### src/rtl/issue_scheduler.sv
// Single-entry issue stage: holds one decoded instruction, checks it against a 32-bit register scoreboard,
// and strobes the target execution unit once RAW/WAW, unit-busy and in-flight limits allow; wrong-path tags are dropped on flush.
package issue_pkg;
    typedef enum logic [2:0] {FMT_R = 3'd0, FMT_I, FMT_S, FMT_B, FMT_U, FMT_J} fmt_t;
    typedef enum logic [2:0] {XU_ADD = 3'd0, XU_LOGIC, XU_SHIFT, XU_BRANCH, XU_MEM, XU_BYPASS} xu_t;
endpackage

module issue_scheduler
    import issue_pkg::*;
#(
    parameter int MAX_INFLIGHT = 8,
    parameter int CNT_W        = 16
) (
    input  logic             clk,
    input  logic             reset,
    input  logic             valid_in,
    output logic             ready_out,
    input  logic [4:0]       regA,
    input  logic [4:0]       regB,
    input  logic [4:0]       regD,
    input  fmt_t             fmt_in,
    input  xu_t              xu_sel,
    input  logic [3:0]       tag_in,
    input  logic [5:0]       xu_busy,
    output logic [5:0]       issue_valid,
    output logic [4:0]       issue_rd,
    output logic [3:0]       issue_tag,
    input  logic             wb_valid,
    input  logic [4:0]       wb_reg,
    input  logic             flush_in,
    input  logic [3:0]       flush_tag,
    output logic [CNT_W-1:0] stall_cycles,
    output logic [3:0]       inflight
);

    typedef enum logic [1:0] {S_RUN = 2'd0, S_STALL, S_FLUSH} state_t;

    typedef struct packed {
        logic [4:0] ra;
        logic [4:0] rb;
        logic [4:0] rd;
        fmt_t       fmt;
        xu_t        xu;
        logic [3:0] tag;
    } hold_t;

    localparam logic [3:0] MAX_Q = 4'(MAX_INFLIGHT);

    state_t            state_q;
    hold_t             hold_q, hold_d;
    logic              hold_vld_q, hold_vld_d;
    logic [31:0]       sb_q, sb_d;
    logic [3:0]        cur_tag_q;
    logic [3:0]        inflight_q, inflight_d;
    logic [CNT_W-1:0]  stall_q;
    logic [5:0]        issue_valid_q;
    logic [4:0]        issue_rd_q;
    logic [3:0]        issue_tag_q;

    logic reads_a, reads_b, writes_d, hazard, room, fire, load, inc, dec;

    always_comb begin
        reads_a  = 1'b0;
        reads_b  = 1'b0;
        writes_d = 1'b0;
        case (hold_q.fmt)
            FMT_R:        begin reads_a = 1'b1; reads_b = 1'b1; writes_d = 1'b1; end
            FMT_I:        begin reads_a = 1'b1; writes_d = 1'b1; end
            FMT_S, FMT_B: begin reads_a = 1'b1; reads_b = 1'b1; end
            FMT_U, FMT_J: writes_d = 1'b1;
            default:      ;
        endcase
    end

    // x0 can never be set in sb_q, so it never causes a hazard
    assign hazard = (reads_a & sb_q[hold_q.ra]) | (reads_b & sb_q[hold_q.rb])
                  | (writes_d & sb_q[hold_q.rd]);
    assign room   = !writes_d || (inflight_q < MAX_Q);
    assign fire   = hold_vld_q && (hold_q.tag == cur_tag_q) && !hazard
                  && !xu_busy[hold_q.xu] && room && (state_q != S_FLUSH) && !flush_in;

    assign ready_out = (!hold_vld_q || fire) && (state_q != S_FLUSH) && !reset;
    assign load      = valid_in && ready_out;

    assign inc = fire && writes_d && (hold_q.rd != 5'd0);
    assign dec = wb_valid && (wb_reg != 5'd0) && (inflight_q != 4'd0);

    always_comb begin
        hold_d     = hold_q;
        hold_vld_d = hold_vld_q;
        if (load) begin
            hold_d     = '{ra: regA, rb: regB, rd: regD, fmt: fmt_in, xu: xu_sel, tag: tag_in};
            hold_vld_d = 1'b1;
        end else if (fire) begin
            hold_vld_d = 1'b0;
        end
        // wrong-path instructions are discarded at the flush edge, including one loaded on it
        if (flush_in && (hold_d.tag != flush_tag))
            hold_vld_d = 1'b0;

        sb_d = sb_q;
        if (inc)
            sb_d[hold_q.rd] = 1'b1;
        if (wb_valid && (wb_reg != 5'd0))
            sb_d[wb_reg] = 1'b0;

        inflight_d = inflight_q;
        if (inc && !dec)
            inflight_d = inflight_q + 4'd1;
        else if (dec && !inc)
            inflight_d = inflight_q - 4'd1;
    end

    always_ff @(posedge clk) begin
        if (reset) begin
            state_q       <= S_RUN;
            hold_q        <= '0;
            hold_vld_q    <= 1'b0;
            sb_q          <= '0;
            cur_tag_q     <= '0;
            inflight_q    <= '0;
            stall_q       <= '0;
            issue_valid_q <= '0;
            issue_rd_q    <= '0;
            issue_tag_q   <= '0;
        end else begin
            hold_q     <= hold_d;
            hold_vld_q <= hold_vld_d;
            sb_q       <= sb_d;
            inflight_q <= inflight_d;

            issue_valid_q <= fire ? (6'b000001 << hold_q.xu) : 6'b000000;
            issue_rd_q    <= (fire && writes_d) ? hold_q.rd : 5'd0;
            issue_tag_q   <= fire ? hold_q.tag : 4'd0;

            if ((state_q == S_STALL) && (stall_q != {CNT_W{1'b1}}))
                stall_q <= stall_q + 1'b1;

            if (flush_in) begin
                state_q   <= S_FLUSH;
                cur_tag_q <= flush_tag;
            end else begin
                case (state_q)
                    S_RUN:   if (hold_vld_q && !fire) state_q <= S_STALL;
                    S_STALL: if (fire) state_q <= S_RUN;
                    default: state_q <= S_RUN;
                endcase
            end
        end
    end

    assign issue_valid  = issue_valid_q;
    assign issue_rd     = issue_rd_q;
    assign issue_tag    = issue_tag_q;
    assign stall_cycles = stall_q;
    assign inflight     = inflight_q;

endmodule

### config.mk
export PLATFORM = sky130hd
export DESIGN_NAME = issue_scheduler
export DESIGN_NICKNAME = d
export VERILOG_FILES = /design/src/rtl/issue_scheduler.sv
export SDC_FILE = /design/constraint.sdc
export NUM_CORES = 1
export LEC_CHECK = 0
export BUFFER_PORTS_ARGS = -buffer_cell sky130_fd_sc_hd__buf_2
export CELL_PAD_IN_SITES_DETAIL_PLACEMENT = 0
export CELL_PAD_IN_SITES_GLOBAL_PLACEMENT = 1
export CORE_ASPECT_RATIO = 1.75
export CORE_MARGIN = 2
export CORE_UTILIZATION = 47
export DETAILED_ROUTE_END_ITERATION = 8
export HOLD_SLACK_MARGIN = 0.03
export PLACE_DENSITY_LB_ADDON = 0.1
export SLEW_MARGIN = 20
export SYNTH_ARGS = -nofsm -noshare
export SYNTH_HDL_FRONTEND = slang
export SYNTH_SLANG_ARGS = --single-unit
### constraint.sdc
create_clock -name clk -period 10.7 [get_ports clk]
set_clock_uncertainty 0.2 [all_clocks]
set_input_delay 1.605 -clock clk [delete_from_list [all_inputs] [get_ports clk]]
set_output_delay 1.605 -clock clk [all_outputs]
set_load 0.02 [all_outputs]
# Yosys cells after proc, flatten, opt, wreduce, memory -nomap -nowiden
# Cells that the tools add are included.
dict set report totals {
  ff_bits 99
  inputBits 45
}
dict set report op_classes {
  add_sub_neg 3
  order_cmp 8
  n_eq_ne 14
  shifts 1
  n_mux 26
  n_bitwise 10
  reduce_logical 47
}
# operator n
set ops {}
lappend ops {{two-way mux 32 bit} 2}
lappend ops {{bitwise AND 32 bit} 1}
lappend ops {{NOT 32 bit} 1}
lappend ops {{bitwise OR 32 bit} 1}
lappend ops {{less-than comparator 5 x 6 -> 1 bit, second input constant} 4}
lappend ops {{logical AND 1 bit} 20}
lappend ops {{adder 16 x 1 -> 16 bit, second input constant} 1}
lappend ops {{inequality test 16 bit, second input constant} 1}
lappend ops {{binary-select mux 1 bit (select 5 bit)} 3}
lappend ops {{two-way mux 4 bit} 3}
lappend ops {{two-way mux 1 bit} 11}
lappend ops {{demux 1 bit (select 5 bit)} 2}
lappend ops {{greater-or-equal comparator 5 x 1 -> 1 bit, second input constant} 2}
lappend ops {{nonzero test 5 bit} 2}
lappend ops {{logical NOT 1 bit} 9}
lappend ops {{OR reduction 2 bit} 4}
lappend ops {{OR reduction 4 bit} 2}
lappend ops {{== test 3 x 2 -> 1 bit, second input constant} 2}
lappend ops {{== test 3 bit, second input constant} 2}
lappend ops {{two-way mux 2 bit} 3}
lappend ops {{inequality test 2 bit, second input constant} 3}
lappend ops {{inequality test 3 bit, second input constant} 2}
lappend ops {{<< shifter 1 x 3 -> 6 bit, first input constant} 1}
lappend ops {{adder 4 x 1 -> 4 bit, second input constant} 1}
lappend ops {{19 further kinds} 26}

# Logic depth before layout (Yosys ltp)
# Gate-level depths: netlist (run 1).
dict set report logic_depth {
  depth_word 20
  depth_mapped 18
}

# Worst setup path after synthesis (run 1)
# OpenSTA, ideal clock, no wires.
dict set report synth_path {
  path_kind {input port to flip-flop}
  startpoint {input flush_in}
  endpoint {register inflight_q[3] (netlist: inflight[3])}
  t_arrival_ns 4.891
  path_slack_ns 5.538
  path_stages 15
  path_cell_list {buf_6 or4b_4 a2111oi_4 nand3_1 nor3_2 clkbuf_1 a21boi_0 ha_1 inv_1 ha_1 a21o_1 a21oi_1 xnor2_1 or3_1 a21oi_1}
}
dict set report synth_between {
  elab_chain_cells 7
  elab_cells_between_ends 9
}
# element line
set synth_rtl {}
lappend synth_rtl {{start, declared} 30} ;# input logic flush_in,
lappend synth_rtl {{logical NOT 1 bit *} 80} ;# && !xu_busy[hold_q.xu] && room && (state_q != S_FLUSH) && !flush_in;
lappend synth_rtl {{logical AND 1 bit *} 80}
lappend synth_rtl {{logical AND 1 bit * (2 in a row)} 85} ;# assign inc = fire && writes_d && (hold_q.rd != 5'd0);
lappend synth_rtl {{logical NOT 1 bit} 110} ;# else if (dec && !inc)
lappend synth_rtl {{logical AND 1 bit} 110}
lappend synth_rtl {{nonzero test 2 bit (no source line)} -}
lappend synth_rtl {{end signal, assigned} 130} ;# inflight_q <= inflight_d;
lappend synth_rtl {{end, declared} 54} ;# logic [3:0] inflight_q, inflight_d;
# Mark *: on every way between the ends. The rest lies on a longest branch, timed or not.
# A chain may end at the register's enable or synchronous reset.

# Worst setup path in the final report (run 1)
dict set report layout_path {
  startpoint {input flush_in}
  endpoint {output ready_out}
}
dict set report layout_between {
  elab_chain_cells 5
}
# element line
set layout_rtl {}
lappend layout_rtl {{logical NOT 1 bit} 80}
lappend layout_rtl {{logical AND 1 bit} 80}
lappend layout_rtl {{logical OR 1 bit} 82} ;# assign ready_out = (!hold_vld_q || fire) && (state_q != S_FLUSH) && !reset;
lappend layout_rtl {{logical AND 1 bit (2 in a row)} 82}
lappend layout_rtl {{end, declared} 17} ;# output logic ready_out,
# No other way between the ends.

==> run metrics, run 1 <==
final number of hold-violating endpoints=0; P&R area growth vs syn=15.1%; # H-tree levels=3; die height=140 um; Req. time, crit path=8900 ps; WHS Endpoint=stall_cycles[1]$_SDFFE_PP0P_; Synth async-reset ratio=0%; Tightest Hold Check Type=flop to flop; EDFF count, synth=0; final slew viol count=0; Hold Buf Count CTS=0; Routed WL per cell=18.3 um; crit path time final=5300 ps; fin nets=628; first-pass GRT wire length=20.5 mm; initial core utilization=48.2%; worst reg2reg path depth=16; Setup crit end kind=primary output; Startpoint Class=input pin; Synth Cell Area=0.00497 mm2; VDD IR-drop max=0.000122 V; worst setup margin=5400 ps; maximum clock frequency=0.189 GHz; Crit path arrival time=3490 ps; final wirelength=13.0 mm; cts repair resizes=0; critical path's slowest cell=or4b_4; Post-CTS Setup Inserts=0; setup TNS after final layout=0 ps; Yosys warning count=0; worst r2r src=hold_q[11]$_SDFFE_PP0N_; Placer Congestion=0.865; Diodes inserted=0; Cell Chain, Critical Path=buf_2 -> or4b_4 -> a2111oi_4 -> and2_1 -> a31oi_1 -> a21oi_1 -> and2_1 -> buf_2; placed instance count=694; setup slack, reg-to-reg=5920 ps; RSZ-0062 raised after global routing=false; slowest stage delay, CP=560 ps; Core ar.=0.0103 mm2; Top delay family on crit path=simple AND/OR/NAND/NOR gates; largest net degree at the start of global routing=87; fill count=966; GR Util All Layers=23.4%; iteration count of the initial detailed-routing pass=4; Syn Inst Count=521; crit-path max FO=8; Hold Startpoint=stall_cycles[1]$_SDFFE_PP0P_; post-DP HPWL=9.68 mm; Slew HR=39.0%; CTS tree=built; Power Density=151 mW/mm2; Final Setup Violations=0; Rows=49; CTS Buffer Depth=2; initial antenna violation count=0; DRC=0; Via density=5.81; chip width=81.7 um; Final ANT Viol Nets=0; maxcap violations=0; layout cells sized above 1=22.3%; average instance area after synthesis=9.54 um2; Clk pin slew, worst setup/hold paths=70 ps; Tcrit/Tclk final=49.5%; crit path kind=input pin to primary output; total die area=0.0114 mm2; later-pin clock latency in the skew report=350 ps; post-synthesis net count=571; Buffers on Ports=80; dpl ws=5320 ps; sequential share of the synthesized area=39.9%; status=completed; leakage=2.19 nW; vias in the first global route=4084; hold path depth=2; DR iter-0 viols=174; CTS sink cnt=99; grt ovf=0; Crit path buffers/inverters=2; Unique masters post-synth=48; DR vias=4125; fin cells=710; Root Driver=clkbuf_16; Most used DFF post-synth=dfxtp_1; worst hold margin=302 ps; Yosys reg bits=99; measured slew at the worst slew-check pin=915 ps; IO Pins=81; CTS buffer count=9; RR Endpoint=inflight[3]$_SDFFE_PP0P_
-- worst max path at each step --
stage             start                       end  slack, ps  depth (start not counted)
6_report       flush_in                 ready_out       5400                          8
4_1_cts        flush_in                 ready_out       5390                          8
3_5_place_dp   flush_in  inflight[3]$_SDFFE_PP0P_       5320                         15
2_1_floorplan  flush_in  inflight[3]$_SDFFE_PP0P_       5540                         15
5_1_grt        flush_in  inflight[3]$_SDFFE_PP0P_       5320                         15
3_3_place_gp   flush_in                 ready_out       5400                          8
-- routing by layer --
| metal | part of all wire (%) | GRT usage [%] | vias up |
|---|---|---|---|
| li1 | - | - | 2019 |
| met1 | 38 | 25.1 | 1970 |
| met2 | 55 | 42.7 | 110 |
| met3 | 3.3 | 3.41 | 26 |
| met4 | 3.1 | 11.5 | 0 |
| met5 | 0 | 0 | - |
-- where the power goes --
part | switching [mW] | internal (mW)
logic | 0.0619 | 0.0513
registers | 0.0211 | 0.380
clock network | 0.141 | 0.205
-- final cells by class --
cell class / count / area, um2 / area share [%]
Clock inverter: 6 / 90.1 / 1.58
Timing Repair Buffer: 83 / 423 / 7.40
Multi-Input combinational cell: 375 / 2800 / 48.9
Sequential cell: 99 / 1980 / 34.7
Clock buffer: 10 / 229 / 4.00
Inverter: 10 / 37.5 / 0.656
Tap cell: 127 / 159 / 2.78
-- per-stage QoR --
step | util [%] | total power, mW | cell area (um2)
final | 55.5 | 0.861 | 5720
after global routing | 55.5 | 0.898 | 5720
after CTS | 55.5 | 0.868 | 5720
after detailed placement | 52.4 | 0.522 | 5400
after global placement | 52.4 | 0.518 | 5400
after floorplan | - | 0.484 | 4970
-- worst register-to-register path, delay by kind of cell, from the launching register on --
family | cells | cell delay [ps]
xor gates and xnor gates | 1 | 100
DFF | 1 | 830
buffers and inverters | 2 | 400
AOI/OAI and AO/OA | 6 | 1440
and+or+nand+nor | 4 | 830
adders and majority gates | 2 | 500
muxes | 1 | 410
-- state kept, by name (all words and copies together), names as in the netlist, 4 cells and up --
name	flops
issue_valid	6
issue_tag	4
sb_q	32
cur_tag_q	4
stall_cycles	16
issue_rd	5
hold_q	25
inflight	4
-- kinds of logic after synthesis --
kind of cell	Yosys count	share of synthesized area, %
muxes	73	18.1
xor gates and xnor gates	25	4.41
DFF	99	39.9
and+or+nand+nor	169	17.7
adders and majority gates	5	1.41
AOI/OAI and AO/OA	103	14.6
buffers and inverters	47	3.95
-- cells in the mapped netlist (all sizes together) (9+ instances only) --
cell type  count  area [um2]
nand2         20        75.1
and3          12        75.1
buf           11        61.3
nor3          12        65.1
inv           10        37.5
mux2i         46         460
xor2          16         140
nor3b          9        67.6
nor2          62         233
clkbuf        26        97.6
a211oi        32         245
mux2          15         169
xnor2          9        78.8
mux4          12         270
nand3         11        55.1
and2           9        56.3
a21oi         20         100
a31oi         24         150
dfxtp         99        1980
-- cell usage in the layout (no fill, tap or decap), drive strengths merged, types with 11 or more instances in the layout --
cell / netlist / routed
nand3: 11 / 11
a21oi: 20 / 20
and3: 12 / 12
a31oi: 24 / 24
a211oi: 32 / 32
nor3: 12 / 12
xor2: 16 / 16
nor2: 62 / 62
mux2: 15 / 15
dfxtp: 99 / 99
mux4: 12 / 12
buf: 11 / 83
nand2: 20 / 20
mux2i: 46 / 46
Power figures use the tool's default switching activity.
==> run 2: changes to the inputs <==
--- a/config.mk
+++ b/config.mk
@@ -10,7 +10,7 @@
 export CELL_PAD_IN_SITES_GLOBAL_PLACEMENT = 1
 export CORE_ASPECT_RATIO = 1.75
 export CORE_MARGIN = 2
-export CORE_UTILIZATION = 47
+export CORE_UTILIZATION = 39
 export DETAILED_ROUTE_END_ITERATION = 8
 export HOLD_SLACK_MARGIN = 0.03
 export PLACE_DENSITY_LB_ADDON = 0.1
==> constraint.sdc (replaced) <==
create_clock -name clk -period 4.3 [get_ports clk]
set_clock_uncertainty 0.2 [all_clocks]
set_input_delay 0.645 -clock clk [delete_from_list [all_inputs] [get_ports clk]]
set_output_delay 0.645 -clock clk [all_outputs]
set_load 0.02 [all_outputs]
==> run 2 against run 1 <==
Effect of this change:
- highest routed layer unchanged
- register-to-register slack worse by 5500 ps
- final area grew 2.1%
- critical path type is now flop to flop
- critical endpoint is now inflight[3]$_SDFFE_PP0P_
- worst hold slack better by 10 ps
- combinational power rose to 2.6 times the previous value
- critical path depth is 7 higher
- flip-flop and latch count is the same
==> run metrics, run 2 (synthesis gave the netlist of run 1 again) <==
GR Util All Layers=20.7%; Max Used Layer=met4; Buffers on Ports=80; Diodes inserted=0; most frequent cells in the layout=dfxtp_1, buf_2, nor2_1; later-pin clock latency in the skew report=350 ps; Post-CTS Setup Inserts=0; RSZ-0062 raised after global routing=false; layout cells sized above 1=23.9%; Final Setup Violations=0; Crit path arrival time=3990 ps; CTS Buffer Depth=2; Clk pin slew, worst setup/hold paths=70 ps; final wirelength=13.6 mm; Routed WL per cell=17.9 um; final number of hold-violating endpoints=0; Setup crit end kind=flop; Via density=5.54; CTS sink cnt=99; maximum clock frequency=0.256 GHz; fill count=1272; Routed met2 length=7.36 mm; Rows=54; leakage=2.24 nW; Cell Chain, Critical Path=mux4_2 -> nand2_1 -> o211ai_1 -> a2111oi_2 -> nand3_1 -> nor3_2 -> a21boi_1 -> ha_1 -> inv_1 -> ha_1 -> a21o_1 -> a21oi_1 -> xnor2_1 -> or3_1 -> a21oi_1; max reg flops=32; VDD IR-drop max=0.000179 V; # H-tree levels=3; Tightest Hold Check Type=flop to flop; vias in the first global route=4196; fin nets=638; setup TNS after final layout=0 ps; Tcrit/Tclk final=90.9%; CTS tree=built; measured slew at the worst slew-check pin=875 ps; crit path time final=3910 ps; most flop-heavy register=sb_q; worst hold margin=312 ps; initial core utilization=40.0%; status=completed; DR iter-0 viols=155; crit path kind=flop to flop; Root Driver=clkbuf_16; Power Density=358 mW/mm2; Core ar.=0.0124 mm2; crit-path max FO=5; Final ANT Viol Nets=0; largest net degree at the start of global routing=72; Post-Route M1 WL=5.36 mm; total die area=0.0137 mm2; grt ovf=0; CTS buffer count=9; P&R area growth vs syn=17.5%; DR vias=4214; critical path's slowest cell=mux4_2; slowest stage delay, CP=530 ps; met3 wire len=467 um; chip width=89.3 um; final slew viol count=0; commonest non-fill, non-tap cell in the layout=dfxtp_1; Placer Congestion=0.872; post-DP HPWL=10.3 mm; initial antenna violation count=0; die height=153 um; IO Pins=81; Slew HR=41.4%; maxcap violations=0; Req. time, crit path=4380 ps; iteration count of the initial detailed-routing pass=4; Startpoint Class=flop; DRC=0; first-pass GRT wire length=22.0 mm
==> run 2: cell types whose count changed in the layout (fill, tap and decap cells not counted), sizes merged <==
cell / change
buf: +10
inv: +3
clkinvlp: -1
bufinv: -2
==> run 2: cell type report <==
type / instances / area [um2] / area share, %
Multi-Input combinational cell: 375 / 2800 / 48.0
Sequential cell: 99 / 1980 / 33.9
Timing Repair Buffer: 93 / 510 / 8.74
Clock buffer: 10 / 239 / 4.09
Tap cell: 168 / 210 / 3.60
Clock inverter: 6 / 55.1 / 0.943
Inverter: 10 / 37.5 / 0.643
==> run 2: per-stage QoR <==
stage / util [%] / power, mW / worst slack (ps) / area, um2 / instances
2_1_floorplan: - / 1.21 / 98.0 / 4970 / 521
3_3_place_gp: 44.5 / 1.30 / 248 / 5540 / 745
3_5_place_dp: 44.5 / 1.30 / 182 / 5540 / 745
4_1_cts: 46.9 / 2.11 / 216 / 5830 / 761
5_1_grt: 47.0 / 2.18 / 27.5 / 5840 / 761
6_report: 47.0 / 2.09 / 389 / 5840 / 761
==> run 2: path summary, 6_finish.rpt <==
| kind | startpoint | endpoint | slack, ps | depth (start not counted) |
|---|---|---|---|---|
| hold reg to reg | hold_q[7]$_SDFFE_PP0N_ | hold_q[7]$_SDFFE_PP0N_ | 310 | 2 |
| setup / recovery | hold_q[10]$_SDFFE_PP0N_ | inflight[3]$_SDFFE_PP0P_ | 390 | 15 |
| hold / removal | hold_q[7]$_SDFFE_PP0N_ | hold_q[7]$_SDFFE_PP0N_ | 310 | 2 |
| setup reg to reg | hold_q[10]$_SDFFE_PP0N_ | inflight[3]$_SDFFE_PP0P_ | 390 | 15 |
==> run 2: per-layer routing <==
layer,global-route usage [%],vias up
met1,23.6,2030
met3,2.32,28
met5,0,-
met4,9.24,0
met2,37.3,107
li1,-,2049
==> run 2: timing repair <==
action,4_1_cts,5_1_grt
endpoints found under the setup margin,0,1
hold buffers,0,0
resized for setup,0,2
endpoints found under the hold margin,0,0
==> run 2: worst max-delay path: cells and delay by family, from the launching register on <==
kind | cells | cell delay (ps)
compound gates | 6 | 1230
simple gates | 4 | 770
mux | 1 | 530
fa+ha+maj | 2 | 490
flops | 1 | 440
buf+inv | 1 | 90
xor+xnor | 1 | 90
==> run 2: power by group <==
group / internal (mW) / switching [mW]
clock network: 0.420 / 0.387
logic: 0.132 / 0.160
registers: 0.945 / 0.0450
total: 1.50 / 0.592
==> run 3: changes to the inputs <==
--- a/config.mk
+++ b/config.mk
@@ -5,12 +5,13 @@
 export SDC_FILE = /design/constraint.sdc
 export NUM_CORES = 1
 export LEC_CHECK = 0
+export ABC_AREA = 1
 export BUFFER_PORTS_ARGS = -buffer_cell sky130_fd_sc_hd__buf_2
 export CELL_PAD_IN_SITES_DETAIL_PLACEMENT = 0
 export CELL_PAD_IN_SITES_GLOBAL_PLACEMENT = 1
 export CORE_ASPECT_RATIO = 1.75
 export CORE_MARGIN = 2
-export CORE_UTILIZATION = 39
+export CORE_UTILIZATION = 36
 export DETAILED_ROUTE_END_ITERATION = 8
 export HOLD_SLACK_MARGIN = 0.03
 export PLACE_DENSITY_LB_ADDON = 0.1
==> run 3 against run 2 <==
Effect of this change:
- flip-flop and latch count stayed put
- count of clock-buffer cells in the layout is 1 higher
- critical path depth is 8 higher
- largest power group unchanged
- critical endpoint unchanged
- worst hold slack worse by 50 ps
- fmax is 12% higher
- final area is 5.5% higher
- global-route usage is 3.5 points higher
- combinational power is 42% higher
- core utilization is 3.7 points lower
==> run metrics, run 3 <==
Tcrit/Tclk final=81.5%; slowest stage delay, CP=320 ps; Clk pin slew, worst setup/hold paths=70 ps; initial core utilization=36.6%; hold path depth=2; vias in the first global route=5398; max reg flops=32; Placer Congestion=0.903; most frequent cells in the layout=nand2_1, inv_1, nand3_1, dfxtp_1; Yosys warning count=0; leakage=2.67 nW; average instance area after synthesis=6.58 um2; final wirelength=18.0 mm; crit path kind=flop to flop; CTS sink cnt=99; Synth async-reset ratio=0%; chip width=94.9 um; maximum clock frequency=0.285 GHz; Most Frequent Cell on Critical Path=nand2_1; largest cells by area after synthesis=dfxtp_1, nand2_1, nand3_1; iteration count of the initial detailed-routing pass=5; commonest cells in the netlist=nand2_1, inv_1, dfxtp_1, nand3_1, nor2_1; initial antenna violation count=0; layout cells sized above 1=14.5%; Crit path buffers/inverters=3; sequential share of the synthesized area=38.1%; RR Endpoint=inflight[3]$_SDFFE_PP0P_; final core utilization=43.3%; worst hold margin=261 ps; cts repair resizes=0; Final Setup Violations=0; die height=163 um; worst reg2reg path depth=23; leading area contributor after synthesis=dfxtp_1; VDD IR-drop max=0.000268 V; post-synthesis net count=841; status=completed; final slew viol count=0; grt ovf=0; crit path time final=3500 ps; fill count=1559; Hold Buf Count CTS=0; fin cells=1057; top cell type's share of synthesized area=38.1%; Via density=5.15; maxcap violations=0; WHS Endpoint=hold_q[16]$_SDFFE_PP0N_; Top delay family on crit path=simple AND/OR/NAND/NOR gates; area of the multi-input gates=0.00266 mm2; measured slew at the worst slew-check pin=758 ps; Tightest Hold Check Type=flop to flop; Setup crit end kind=flop; EDFF count, synth=0; Req. time, crit path=4330 ps; DR iter-0 viols=271; later-pin clock latency in the skew report=340 ps; Reg area=0.00198 mm2; Cell Chain, Critical Path=inv_2 -> nand2_1 -> nand3_1 -> nand3_1 -> nand2_1 -> nand2_1 -> nand3_1 -> nand2_1 -> nand2_1 -> nand2_1 -> nor2_1 -> nand3_1 -> inv_1 -> ha_1 -> inv_1 -> ha_1 -> and3_1 -> a211oi_1 -> nor2_1 -> nor2_1 -> nand2_1 -> o21ai_0 -> a21oi_1; fin nets=922; Syn Inst Count=791; commonest non-fill, non-tap cell in the layout=nand2_1; largest net degree at the start of global routing=38; Rows=58; placed instance count=1041; setup slack, reg-to-reg=800 ps; Buffers on Ports=80; crit-path max FO=17; setup TNS after final layout=0 ps; Core ar.=0.0142 mm2; Crit path arrival time=3530 ps; CTS buffer count=9; RSZ-0062 raised after global routing=false; IO Pins=81; Hold Startpoint=hold_q[16]$_SDFFE_PP0N_; DR vias=5444; # H-tree levels=3; Root Driver=clkbuf_16; Slew HR=49.4%; total die area=0.0155 mm2; Final ANT Viol Nets=0; worst r2r src=hold_q[20]$_SDFFE_PP0N_; Yosys reg bits=99; Diodes inserted=0; Post-CTS Setup Inserts=0; P&R area growth vs syn=18.3%; critical path's slowest cell=dfxtp_1; Power Density=385 mW/mm2; Routed WL per cell=17.1 um; Synth Cell Area=0.00520 mm2; DRC=0; most common cell in the netlist=nand2_1; CTS tree=built; first-pass GRT wire length=28.3 mm; Unique masters post-synth=38; final number of hold-violating endpoints=0; most flop-heavy register=sb_q; GR Util All Layers=24.2%; Startpoint Class=flop; total power=2.37 mW; CTS Buffer Depth=2; Most used DFF post-synth=dfxtp_1; post-DP HPWL=14.0 mm
run 3: changes by cell type after synthesis, moves of 46 or more:
cell	change
nand2_1	+146
inv_1	+91
nand3_1	+88
o21ai_0	+64
a21oi_1	+50
mux2i_1	-46
run 3: cell type report:
cell class | count | share of cell area, %
Timing Repair Buffer | 98 | 8.69
Inverter | 108 | 6.58
Tap cell | 180 | 3.66
Clock inverter | 5 | 1.77
Multi-Input combinational cell | 556 | 43.2
Clock buffer | 11 | 3.94
Sequential cell | 99 | 32.2
run 3: worst max path at each step:
stage	cells after the start	start	endpoint
after floorplan	20	flush_in	inflight[3]$_SDFFE_PP0P_
after global placement	20	flush_in	inflight[3]$_SDFFE_PP0P_
after detailed placement	20	flush_in	inflight[3]$_SDFFE_PP0P_
after CTS	23	hold_q[20]$_SDFFE_PP0N_	inflight[3]$_SDFFE_PP0P_
after global routing	23	hold_q[20]$_SDFFE_PP0N_	inflight[3]$_SDFFE_PP0P_
final	23	hold_q[20]$_SDFFE_PP0N_	inflight[3]$_SDFFE_PP0P_
run 3: layer usage:
layer | GRT usage [%] | wire (um) | vias to the layer above
met4 | 16.3 | 1220 | 0
met3 | 4.11 | 797 | 54
met2 | 43.1 | 9460 | 183
met1 | 25.3 | 6540 | 2462
met5 | 0 | 0 | -
li1 | - | - | 2745
run 3: cell families after synthesis:
family | Yosys count | share of synthesized area, %
XOR/XNOR | 6 | 1.01
adder cells (fa/ha/maj) | 5 | 1.35
buffers and inverters | 136 | 10.8
AND/OR/NAND/NOR | 390 | 32.8
flip-flops | 99 | 38.1
AO/OA/AOI/OAI | 155 | 16.0
run 3: power by group:
| part | internal [mW] | leakage [nW] | switching (mW) |
|---|---|---|---|
| Combinational | 0.143 | 1.69 | 0.271 |
| Sequential | 0.955 | 0.803 | 0.0439 |
| Clock | 0.590 | 0.168 | 0.368 |
run 3: worst min-delay path, stage by stage (launching register included):
cell and delay (ps):
dfxtp_1 320, clkinv_1 50, a21oi_1 50
run 3: metrics by stage:
step / worst slack [ps] / area (um2)
6_report: 796 / 6160
4_1_cts: 742 / 6160
2_1_floorplan: 971 / 5200
3_5_place_dp: 648 / 5810
3_3_place_gp: 693 / 5810
5_1_grt: 323 / 6160
